<file path="config.mk">
export PLATFORM = sky130hd
export DESIGN_NAME = bcrypt_core_output
export DESIGN_NICKNAME = d
export VERILOG_FILES = /design/src/rtl/bcrypt_core_output.sv
export SDC_FILE = /design/constraint.sdc
export NUM_CORES = 1
export LEC_CHECK = 0
export BUFFER_PORTS_ARGS = -buffer_cell sky130_fd_sc_hd__clkbuf_2
export CORE_MARGIN = 4
export CORE_UTILIZATION = 50
export CTS_CLUSTER_DIAMETER = 50
export CTS_CLUSTER_SIZE = 24
export DETAILED_ROUTE_END_ITERATION = 16
export PLACE_DENSITY = 0.67
export SYNTH_ARGS = -nofsm -noshare
export SYNTH_HDL_FRONTEND = slang
export SYNTH_SLANG_ARGS = --single-unit
</file>
<file path="constraint.sdc">
create_clock -name CLK -period 2.65 [get_ports CLK]
set_clock_uncertainty 0.1 [all_clocks]
set_input_delay 0.53 -clock CLK [delete_from_list [all_inputs] [get_ports CLK]]
set_output_delay 0.53 -clock CLK [all_outputs]
set_load 0.02 [all_outputs]
</file>
<file path="src/rtl/bcrypt_core_output.sv">
// Core-side result transmitter: two ping-pong 16x16 pages written in parallel by a
// bcrypt core, shifted out to the arbiter as a 1-bit header followed by 256 data bits.
module bcrypt_core_output #(
  parameter int PKT_NUM_WORDS = 16,
  parameter int WORD_WIDTH    = 16,
  parameter int START_DELAY   = 2
) (
  input  logic                  CLK,
  input  logic                  rst_n,
  input  logic [WORD_WIDTH-1:0] din,
  input  logic [3:0]            wr_addr,
  input  logic                  wr_en,
  input  logic                  wr_commit,
  output logic                  wr_ready,
  input  logic                  rd_en,
  output logic                  empty,
  output logic                  dout,
  output logic                  idle,
  output logic                  err
);

  localparam logic [1:0] ST_IDLE   = 2'd0;
  localparam logic [1:0] ST_DELAY  = 2'd1;
  localparam logic [1:0] ST_HEADER = 2'd2;
  localparam logic [1:0] ST_DATA   = 2'd3;
  localparam logic [3:0] DLY_INIT  = 4'(START_DELAY);

  logic [WORD_WIDTH-1:0] mem [0:2*PKT_NUM_WORDS-1];
  logic [WORD_WIDTH-1:0] rd_word;

  logic [1:0] state_q, state_d;
  logic       wr_page_q, wr_page_d;
  logic       rd_page_q, rd_page_d;
  logic [1:0] full_cnt_q, full_cnt_d;
  logic [3:0] dly_cnt_q, dly_cnt_d;
  logic [7:0] bit_cnt_q, bit_cnt_d;
  logic       wr_ready_q, wr_ready_d;
  logic       empty_q, empty_d;
  logic       dout_q, dout_d;
  logic       idle_q, idle_d;
  logic       err_q, err_d;
  logic       commit, rel_pg;

  always_comb begin
    // NOTE: every _d starts from its _q (or a safe constant) so no branch can infer a latch.
    state_d    = state_q;
    wr_page_d  = wr_page_q;
    rd_page_d  = rd_page_q;
    dly_cnt_d  = dly_cnt_q;
    bit_cnt_d  = bit_cnt_q;
    dout_d     = 1'b0;
    err_d      = err_q;
    rel_pg     = 1'b0;
    commit     = wr_commit & wr_ready_q;
    rd_word    = mem[{rd_page_q, bit_cnt_q[7:4]}];

    if ((wr_en | wr_commit) & ~wr_ready_q) err_d = 1'b1;

    case (state_q)
      ST_IDLE: begin
        if (rd_en) begin
          if (!empty_q) begin
            dly_cnt_d = DLY_INIT;
            state_d   = (START_DELAY == 0) ? ST_HEADER : ST_DELAY;
          end else begin
            err_d = 1'b1;
          end
        end
      end
      ST_DELAY: begin
        dly_cnt_d = dly_cnt_q - 4'd1;
        if (dly_cnt_q == 4'd1) state_d = ST_HEADER;
      end
      ST_HEADER: begin
        dout_d    = 1'b1;
        bit_cnt_d = 8'd0;
        state_d   = ST_DATA;
      end
      default: begin
        dout_d    = rd_word[bit_cnt_q[3:0]];
        bit_cnt_d = bit_cnt_q + 8'd1;
        if (bit_cnt_q == 8'hFF) begin
          rel_pg    = 1'b1;
          rd_page_d = ~rd_page_q;
          state_d   = ST_IDLE;
        end
      end
    endcase

    if (rd_en && (state_q != ST_IDLE)) err_d = 1'b1;
    if (commit) wr_page_d = ~wr_page_q;

    // A commit and a release in the same cycle cancel; readiness follows the net count.
    full_cnt_d = full_cnt_q + {1'b0, commit} - {1'b0, rel_pg};
    wr_ready_d = (full_cnt_d < 2'd2);

    // empty only re-evaluates once the FSM has already settled back in idle.
    empty_d = 1'b1;
    if ((state_q == ST_IDLE) && (state_d == ST_IDLE)) empty_d = (full_cnt_d == 2'd0);
    idle_d = (state_d == ST_IDLE) && (full_cnt_d == 2'd0);
  end

  // NOTE: sequential state uses non-blocking assignments so all flops update together.
  always_ff @(posedge CLK or negedge rst_n) begin
    if (!rst_n) begin
      state_q    <= ST_IDLE;
      wr_page_q  <= 1'b0;
      rd_page_q  <= 1'b0;
      full_cnt_q <= 2'd0;
      dly_cnt_q  <= 4'd0;
      bit_cnt_q  <= 8'd0;
      wr_ready_q <= 1'b1;
      empty_q    <= 1'b1;
      dout_q     <= 1'b0;
      idle_q     <= 1'b1;
      err_q      <= 1'b0;
    end else begin
      state_q    <= state_d;
      wr_page_q  <= wr_page_d;
      rd_page_q  <= rd_page_d;
      full_cnt_q <= full_cnt_d;
      dly_cnt_q  <= dly_cnt_d;
      bit_cnt_q  <= bit_cnt_d;
      wr_ready_q <= wr_ready_d;
      empty_q    <= empty_d;
      dout_q     <= dout_d;
      idle_q     <= idle_d;
      err_q      <= err_d;
    end
  end

  // NOTE: page RAM has no reset so it maps onto distributed RAM; stale data is never read
  // because a page is only shifted out after it has been committed.
  always_ff @(posedge CLK) begin
    if (wr_en && wr_ready_q) mem[{wr_page_q, wr_addr}] <= din;
  end

  assign wr_ready = wr_ready_q;
  assign empty    = empty_q;
  assign dout     = dout_q;
  assign idle     = idle_q;
  assign err      = err_q;

endmodule

</file>
==> flow_summary.ini <==
[grt]
grt_pass1_vias = 10687
antenna_found_initial = 1
grt_pass1_wl_mm = 72.5
grt-ovfl-total = 0
grt_max_degree = 33
track_usage_pct = 22.1

[route]
viasPerCell = 6.14
drtAntennaViolNets = 0
wl_per_cell_um = 28.2
vias = 10558
drt_iter0_markers = 1194
first_pass_iters = 6
wl_mm = 48.6
drc = 0

[final_layout]
stdcell_count = 1720
drive_above_1_share_pct = 35.2
final_core_util_pct = 59.2
final_cell_mix = 512 x edfxtp_1, 124 x mux4_2, 91 x buf_4, 43 x clkbuf_16, 33 x nor2_2
finalInstanceArea_um2 = 24400
layout_commonest_cell = edfxtp_1
fillers = 2877
final_nets = 1186
area_growth_pct = 15.9
diodes = 0

[sta]
finalSetupViolCount = 1
fmaxAchievable_mhz = 361
maxSlewHeadroom_pct = 52.6
finalHoldViolations = 0
finalMaxSlewViolations = 0
fin_ws_ps = -122
rsz0062_at_grt = yes
period_minus_slack_ps = 2770
tightest_slew_ps = 711
hold-worst-slack_ps = 105
min_period_over_period_pct = 105

[yosys]
yosys_warnings = 0
synth_area_um2 = 21000
synth_xor_area_share_pct = 0.166
ys.flop_type = edfxtp_1
async_reset_ff_share_pct = 4.30
muxShareOfSynthArea_pct = 15.9
synth.distinct_cells = 60
synth_cells = 1007
avgSynthCellArea_um2 = 20.9
synth_compound_area_share_pct = 2.67
synth-simple-area-share_pct = 3.37
synth_adder_area_share_pct = 0.297
syn_nets = 1037
ys_ff_latch = 535
synth_top_family_by_area = multiplexers
seq_area_frac_synth_pct = 75.8
synth_edf_count = 512

[run_status]
violations = setup timing
status = complete, but fails checks

[cts]
cts_buffers = 43
cts_sinks = 535
worstSkewPairLatency_ps = 570
htree_levels = 2
cts_tree = yes
clock_path_buffers = 3
cts-root-buf = clkbuf_16
path_clk_slew_ps = 80

[power]
leakage_uw = 0.00776
ir_worst_vdd_v = 0.000380
power.total_uw = 21200
pwr_density_cell_nw_per_um2 = 870

[worst_setup_path]
startpoint_type = register
crit_fanout = 11
endpoint_kind = register
cp.required_ps = 2990
path_class = register to register
arrival_ps = 3110

[placement]
dpl_cell_area_um2 = 22800
dp_hpwl_mm = 30.5
gp_congestion = 0.893
place_inst = 1639
io_buffers = 29

[floorplan]
io_pins = 30
die_x_um = 213
die-height_um = 213
coreArea_um2 = 41200
initial_core_util_pct = 51.1
die_area_um2 = 45400
fp-row-count = 74

[worst_hold_path]
hp-class = input port to register

[job]
cap_viol_max_count = 0
state kept, by name, summed over array words and instances, names as in the netlist:
| signal | flops |
|---|---|
| wr_page_q | 1 |
| rd_page_q | 1 |
| full_cnt_q | 2 |
| state_q | 2 |
| empty | 1 |
| mem | 512 |
| err | 1 |
| wr_ready | 1 |
| bit_cnt_q | 8 |
| idle | 1 |
| dly_cnt_q | 4 |
| dout | 1 |
metal layers:
| metal | vias up | routed length (um) | track usage, % |
|---|---|---|---|
| met1 | 5592 | 20100 | 32.1 |
| met4 | 2 | 1090 | 6.00 |
| met3 | 70 | 3700 | 3.88 |
| li1 | 4498 | - | - |
| met5 | - | 13 | 0 |
| met2 | 396 | 23700 | 35.3 |
repair_timing:
action / 4_1_cts / 5_1_grt
buffers inserted: 3 / 0
endpoints found under the hold margin: 20 / 0
setup endpoints to repair: 1 / 4
resized for setup: 11 / 1
hold buffers: 1 / 0
pin swaps: 2 / 1
cell families after synthesis:
logic type               after synthesis
AO/OA/AOI/OAI                         82
XOR/XNOR                               4
adder cells (fa/ha/maj)                5
buffers and inverters                 60
flip-flops                           535
multiplexers                         172
AND/OR/NAND/NOR                      149
layout make-up:
type | instances | area, um2 | share of cell area, %
Tap cell | 532 | 666 | 2.73
Timing Repair Buffer | 152 | 1420 | 5.80
Multi-Input combinational cell | 412 | 4840 | 19.8
Inverter | 12 | 45.0 | 0.185
Clock inverter | 30 | 364 | 1.49
Clock buffer | 47 | 1090 | 4.47
Sequential cell | 535 | 16000 | 65.5
worst paths after layout:
kind | startpoint | end | slack (ps) | depth (start not counted)
setup / recovery | bit_cnt_q[4]$_DFFE_PN0N_ | dout$_DFF_PN0_ | -120 | 7
max in group asynchronous | rst_n | bit_cnt_q[6]$_DFFE_PN0N_ | 1620 | 2
setup reg to reg | bit_cnt_q[4]$_DFFE_PN0N_ | dout$_DFF_PN0_ | -120 | 7
hold / removal | rd_en | err$_DFF_PN0_ | 100 | 3
hold reg to reg | err$_DFF_PN0_ | err$_DFF_PN0_ | 370 | 2
min in group asynchronous | rst_n | err$_DFF_PN0_ | 390 | 2
Yosys cell counts (6+ instances only):
cell        n  area share, %
dfrtp_1    20            2.4
mux2_2     17           0.91
buf_6       6           0.32
inv_1      10           0.18
a22oi_1    10           0.36
mux2i_1    27            1.3
nor2b_1     7           0.21
buf_4      14           0.50
nand3_1    11           0.26
nor2_1     63            1.1
a21oi_1    12           0.29
nand2_1    29           0.52
clkbuf_1   12           0.21
buf_2      10           0.24
o31ai_1     7           0.25
mux4_2    124             13
nor3_1      7           0.17
edfxtp_1  512             73
o22ai_1     8           0.24
o21ai_0    16           0.38
stage by stage:
stage | setup TNS [ps] | worst slack, ps
2_1_floorplan | 0 | 13.2
3_3_place_gp | -167 | -167
3_5_place_dp | -198 | -198
4_1_cts | -59.9 | -59.9
5_1_grt | -391 | -205
6_report | -122 | -122
critical path: stages (launching register included):
cell	delay, ps
dfrtp_4	470
buf_12	170
mux4_2	510
mux4_2	530
o211ai_1	390
o2111ai_2	240
nor3_2	140
a311oi_1	70
where the power goes:
part	leakage, uW	internal [uW]	switching (uW)	total [uW]
Combinational	0.00220	2520	2380	4900
Clock	0.000699	3500	3100	6610
Sequential	0.00487	9520	197	9710
Power figures use the tool's default switching activity.
